==> config.mk <==
export PLATFORM = sky130hd
export DESIGN_NAME = signed_shift_accum
export DESIGN_NICKNAME = d
export VERILOG_FILES = /design/src/rtl/signed_shift_accum.sv
export SDC_FILE = /design/constraint.sdc
export NUM_CORES = 1
export LEC_CHECK = 0
export ABC_AREA = 1
export ABC_CLOCK_PERIOD_IN_PS = 4300
export CAP_MARGIN = 30
export CORE_MARGIN = 2
export CORE_UTILIZATION = 50
export DETAILED_ROUTE_END_ITERATION = 10
export PLACE_DENSITY = 0.68
export SLEW_MARGIN = 20
export SYNTH_ARGS = -nofsm -noshare
export SYNTH_HDL_FRONTEND = slang
export SYNTH_SLANG_ARGS = --single-unit
==> constraint.sdc <==
create_clock -name clk -period 4.3 [get_ports clk]
set_clock_uncertainty 0.05 [all_clocks]
set_input_delay 0.43 -clock clk [delete_from_list [all_inputs] [get_ports clk]]
set_output_delay 0.43 -clock clk [all_outputs]
set_load 0.05 [all_outputs]
==> src/rtl/signed_shift_accum.sv <==
// Purpose: accumulates signed, segment-shifted LUT patterns into a wide two's-complement group sum.
// Latency: the result is valid on the cycle after the in_last term is accepted.
// Backpressure: the result is held until out_ready. in_ready is low while a result is held (one dead cycle per group).
module signed_shift_accum #(
    parameter int ACC_W    = 72,
    parameter int SEG_W    = 3,
    parameter int SEG_STEP = 8,
    parameter int CNT_W    = 16
) (
    input  logic             clk,
    input  logic             rst_n,
    input  logic             in_valid,
    output logic             in_ready,
    input  logic             in_sign,
    input  logic [SEG_W-1:0] in_seg,
    input  logic [8:0]       in_pattern,
    input  logic             in_last,
    output logic             out_valid,
    input  logic             out_ready,
    output logic [ACC_W-1:0] out_sum,
    output logic [CNT_W-1:0] out_count,
    output logic             out_overflow
);

    // Wide enough to hold the pattern at the largest segment offset, so truncated bits stay visible.
    localparam int WIDE_W = ACC_W + 9 + ((1 << SEG_W) - 1) * SEG_STEP;

    typedef enum logic [1:0] {S_EMPTY, S_ACCUM, S_DRAIN} state_t;

    state_t             r_state;
    state_t             w_state_nxt;
    logic               w_in_rdy;
    logic               w_accept;

    logic [ACC_W-1:0]   r_acc;
    logic [CNT_W-1:0]   r_cnt;
    logic               r_ovf;
    logic               r_out_vld;
    logic [ACC_W-1:0]   r_out_sum;
    logic [CNT_W-1:0]   r_out_cnt;
    logic               r_out_ovf;

    logic [31:0]        w_shamt;
    logic [WIDE_W-1:0]  w_wide;
    logic [ACC_W-1:0]   w_term;
    logic               w_trunc;
    logic [ACC_W-1:0]   w_acc_nxt;
    logic               w_sgn_ovf;
    logic               w_term_ovf;
    logic [CNT_W-1:0]   w_cnt_nxt;

    assign w_accept = in_valid & w_in_rdy;

    // Term formation and signed add/sub, with the overflow judged on the ACC_W-bit operands.
    always_comb begin
        w_shamt    = 32'(in_seg) * 32'(SEG_STEP);
        w_wide     = WIDE_W'(in_pattern) << w_shamt;
        w_term     = w_wide[ACC_W-1:0];
        w_trunc    = |w_wide[WIDE_W-1:ACC_W];
        w_acc_nxt  = in_sign ? (r_acc - w_term) : (r_acc + w_term);
        if (in_sign) begin
            w_sgn_ovf = (r_acc[ACC_W-1] != w_term[ACC_W-1]) && (w_acc_nxt[ACC_W-1] != r_acc[ACC_W-1]);
        end else begin
            w_sgn_ovf = (r_acc[ACC_W-1] == w_term[ACC_W-1]) && (w_acc_nxt[ACC_W-1] != r_acc[ACC_W-1]);
        end
        w_term_ovf = w_trunc | w_sgn_ovf;
        w_cnt_nxt  = (&r_cnt) ? r_cnt : (r_cnt + 1'b1);
    end

    // Next-state and in_ready decode. in_ready depends only on the state, never on out_ready.
    always_comb begin
        w_state_nxt = r_state;
        w_in_rdy    = 1'b0;
        case (r_state)
            S_EMPTY, S_ACCUM: begin
                w_in_rdy = 1'b1;
                if (w_accept) begin
                    w_state_nxt = in_last ? S_DRAIN : S_ACCUM;
                end
            end
            S_DRAIN: begin
                if (out_ready) begin
                    w_state_nxt = S_EMPTY;
                end
            end
            default: w_state_nxt = S_EMPTY;
        endcase
    end

    // State register.
    always_ff @(posedge clk or negedge rst_n) begin
        if (!rst_n) begin
            r_state <= S_EMPTY;
        end else begin
            r_state <= w_state_nxt;
        end
    end

    // Accumulator, counter and sticky overflow. The result is captured and the group state is cleared on the last term.
    always_ff @(posedge clk or negedge rst_n) begin
        if (!rst_n) begin
            r_acc     <= '0;
            r_cnt     <= '0;
            r_ovf     <= 1'b0;
            r_out_vld <= 1'b0;
            r_out_sum <= '0;
            r_out_cnt <= '0;
            r_out_ovf <= 1'b0;
        end else begin
            if (w_accept) begin
                if (in_last) begin
                    r_out_sum <= w_acc_nxt;
                    r_out_cnt <= w_cnt_nxt;
                    r_out_ovf <= r_ovf | w_term_ovf;
                    r_out_vld <= 1'b1;
                    r_acc     <= '0;
                    r_cnt     <= '0;
                    r_ovf     <= 1'b0;
                end else begin
                    r_acc     <= w_acc_nxt;
                    r_cnt     <= w_cnt_nxt;
                    r_ovf     <= r_ovf | w_term_ovf;
                end
            end
            if ((r_state == S_DRAIN) && out_ready) begin
                r_out_vld <= 1'b0;
            end
        end
    end

    assign in_ready     = w_in_rdy;
    assign out_valid    = r_out_vld;
    assign out_sum      = r_out_sum;
    assign out_count    = r_out_cnt;
    assign out_overflow = r_out_ovf;

endmodule

==> flow_metrics.env <==
export IMPL_cellLeakagePower_uw=0.0112
export IMPL_grt_use_met2_pct=63.5
export IMPL_ys_warn_count=0
export IMPL_crit_type="in2reg"
export IMPL_holdWs_ps=24.0
export IMPL_cts_root_buffer="clkbuf_16"
export IMPL_synth_area_top_cells="dfrtp_1, nand2_1, inv_1"
export IMPL_synth_top_cell_area_share_pct=29.9
export IMPL_critPathMaxStageDelay_ps=480
export IMPL_rows=63
export IMPL_area_growth_pct=45.5
export IMPL_hold_class="in2async"
export IMPL_core_area_sq_um=29700
export IMPL_finalSetupViolCount=0
export IMPL_die_w_um=178
export IMPL_synth_cell_types=50
export IMPL_grt_total_usage_pct=39.9
export IMPL_synthCells=2291
export IMPL_status="complete, no violations"
export IMPL_wl_um=64100
export IMPL_syn_nets=2383
export IMPL_cts_buffer_depth=2
export IMPL_cap_violations=0
export IMPL_drt_drc_violations_left=0
export IMPL_placed_cells=3257
export IMPL_place_congestion=1.06
export IMPL_grt_pass1_vias=17700
export IMPL_gr_usage_met3_pct=7.26
export IMPL_synth_seq_cells=181
export IMPL_grt_ovfl_total=0
export IMPL_insertion_delay_ps=460
export IMPL_crit_chain="clkdlybuf4s50_1 > nand4_1 > nand2_2 > nor2_4 > nand2_2 > nor2_4 > buf_4 > nand2_1 > nand2_1 > xor2_1 > inv_1 > ha_1 > nand2_1 > inv_1 > a21oi_1 > buf_4 > o21ai_0 > a21oi_1 > nand3b_1 > nand2_1 > or2_2 > nand3_1 > nand2_1"
export IMPL_vdd_drop_max_v=0.000449
export IMPL_total_power_uw=15200
export IMPL_clk_pin_slew_ps=90
export IMPL_grt_pass1_wl_um=95700
export IMPL_io_buffer_count=108
export IMPL_globalRouteMet1Util_pct=53.3
export IMPL_cp_start_kind="input port"
export IMPL_critPathBufInv=5
export IMPL_slowest_stage="a21oi_1"
export IMPL_nets=3003
export IMPL_drive_gt1_share_pct=27.9
export IMPL_dr_pass1_iters=8
export IMPL_critPathMaxFanout=4
export IMPL_fin_crit_sh_pct=99.0
export IMPL_async_reset_ff_share_pct=100
export IMPL_drv_slew=0
export IMPL_crit_top_cell="nand2_1"
export IMPL_synth_top_cell_by_area="dfrtp_1"
export IMPL_syn_area_sq_um=15100
export IMPL_tightest_slew_ps=1020
export IMPL_wl_per_cell_um=19.4
export IMPL_grt_max_degree=119
export IMPL_avgSynthCellArea_sq_um=6.60
export IMPL_antenna_found_initial=0
export IMPL_ys_flop_type="dfrtp_1"
export IMPL_synth_commonest_cells="nand2_1, inv_1, nor2_1"
export IMPL_hold_viol_final=0
export IMPL_cts_buffers=17
export IMPL_critPathArrivalTime_ps=4560
export IMPL_layout_setup_ws_ps=44.9
export IMPL_ios=109
export IMPL_die_area_sq_um=31700
export IMPL_final_cells=3314
export IMPL_drt_initial_drc_count=1930
export IMPL_vias=18700
export IMPL_post_route_min_period_ps=4260
export IMPL_rsz0062_at_grt="yes"
export IMPL_end_kind="flop"
export IMPL_start_util_pct=50.9
export IMPL_synth_edf_count=0
export IMPL_critPathTopFamily="simple AND/OR/NAND/NOR gates"
export IMPL_viasPerCell=5.65
export IMPL_synth_seq_area_share_pct=29.9
export IMPL_fp_dieH_um=178
export IMPL_yosysMostFrequentCell="nand2_1"
export IMPL_finalSetupTns_ps=0
export IMPL_clock_sinks=181
export IMPL_p_per_area_nw_per_um2=692
export IMPL_cts_tree="yes"
export IMPL_fmax_mhz=235
export IMPL_slew_headroom_pct=32.1
export IMPL_top_usage_layer="met2"
export IMPL_cts_max_level=4
export IMPL_final_antenna_net_count=0
export IMPL_n_antenna_cell=0
export IMPL_dp_hpwl_um=50600
export IMPL_worst_ep_required_time_ps=4600
export IMPL_place_ws_ps=-814
-- layer usage --
| metal | share of wire [%] | vias to the layer above | wire [um] |
|---|---|---|---|
| met4 | 4.3 | 0 | 2730 |
| li1 | - | 8764 | - |
| met2 | 45 | 979 | 28600 |
| met1 | 42 | 8780 | 26900 |
| met5 | 0 | - | 0 |
| met3 | 9.2 | 187 | 5880 |
-- final cells by class --
type / instances / area [sq um]
clock inverters: 14 / 175
clock buffers: 18 / 439
flip-flops and latches: 181 / 4530
inverters: 278 / 1060
well taps: 390 / 488
multi-input cells: 1761 / 9950
repair buffers: 672 / 5380
fillers: 2428 / 7700
-- path summary, 6_finish.rpt --
kind                                     from            to  cells past startpoint  slack (ps)
min in group clk                   r_state[0]    r_state[1]                      1         410
max in group asynchronous               rst_n   out_sum[37]                      2        3090
worst max-delay path            in_pattern[4]   out_sum[53]                     23          40
worst max register to register      r_acc[16]   out_sum[53]                     12        1290
worst min-delay path                    rst_n  out_count[7]                      1          20
worst min register to register     r_state[0]    r_state[1]                      1         410
-- registers in the layout, indices dropped and copies added (netlist names) --
signal        flops
r_state           2
r_cnt            16
r_ovf             1
out_overflow      1
out_sum          72
r_acc            72
out_count        16
out_valid         1
-- worst reg2reg max path, stage by stage (launching register included) --
cell      delay, ps
dfrtp_1         400
ha_1            350
nand2_1         180
inv_1            60
a21oi_1         290
buf_4           180
o21ai_0         100
a21oi_1         480
nand3b_1        180
nand2_1         140
or2_2           330
nand3_1          90
nand2_1          70
-- cells by family (layout without fill, tap and decap cells) --
group	after synthesis	after routing	share of synthesized area, %
AOI/OAI and AO/OA	383	383	14.2
and+or+nand+nor	1202	1202	34.7
DFF	181	181	29.9
xor gates and xnor gates	102	102	5.90
buffers and inverters	349	982	9.10
adders and majority gates	74	74	6.17
-- stage by stage --
step                utilization (%)  cell area (sq um)
floorplan                         -              15100
global placement               68.9              20500
detailed placement             68.9              20500
CTS                            71.9              21400
global route                   74.1              22000
finish                         74.1              22000
-- cells in the final DEF (no fill, tap or decap), types with 5 or more instances in the layout --
| cell | instances |
|---|---|
| ha_1 | 60 |
| nor2_2 | 45 |
| xor2_1 | 53 |
| nand3_2 | 15 |
| o21bai_1 | 15 |
| nor3_1 | 19 |
| nand3b_1 | 13 |
| inv_1 | 258 |
| nand4_2 | 13 |
| ha_4 | 9 |
| dfrtp_1 | 181 |
| nand2_1 | 617 |
| clkdlybuf4s50_1 | 98 |
| o31ai_1 | 7 |
| clkinv_8 | 5 |
| a21oi_1 | 100 |
| a21o_1 | 7 |
| o21ai_1 | 19 |
| a32o_1 | 5 |
| a21oi_2 | 19 |
| o21ai_0 | 151 |
| nor2_4 | 13 |
| nand2_2 | 24 |
| nand3_1 | 131 |
| or2_2 | 16 |
| o22ai_1 | 14 |
| o21a_1 | 10 |
| nor4_2 | 6 |
| o21ai_2 | 6 |
| a31oi_1 | 8 |
| dlymetal6s2s_1 | 5 |
| clkbuf_16 | 17 |
| nor3_2 | 8 |
| buf_4 | 556 |
| nor2_1 | 194 |
| nand4_1 | 76 |
| inv_2 | 14 |
| xnor2_1 | 45 |
-- power breakdown --
part / switching [uW] / internal, uW / total, uW / leakage [uW]
sequential: 472 / 2330 / 2800 / 0.00234
clock: 891 / 810 / 1700 / 0.000299
combinational: 6290 / 4450 / 10700 / 0.00857
total: 7650 / 7580 / 15200 / 0.0112
-- repair_timing --
action / 4_1_cts / 5_1_grt
hold buffers: 0 / 0
pin swaps: 18 / 49
setup buffers: 6 / 18
setup endpoints to repair: 66 / 88
resized for setup: 66 / 145
Power figures use the tool's default switching activity.
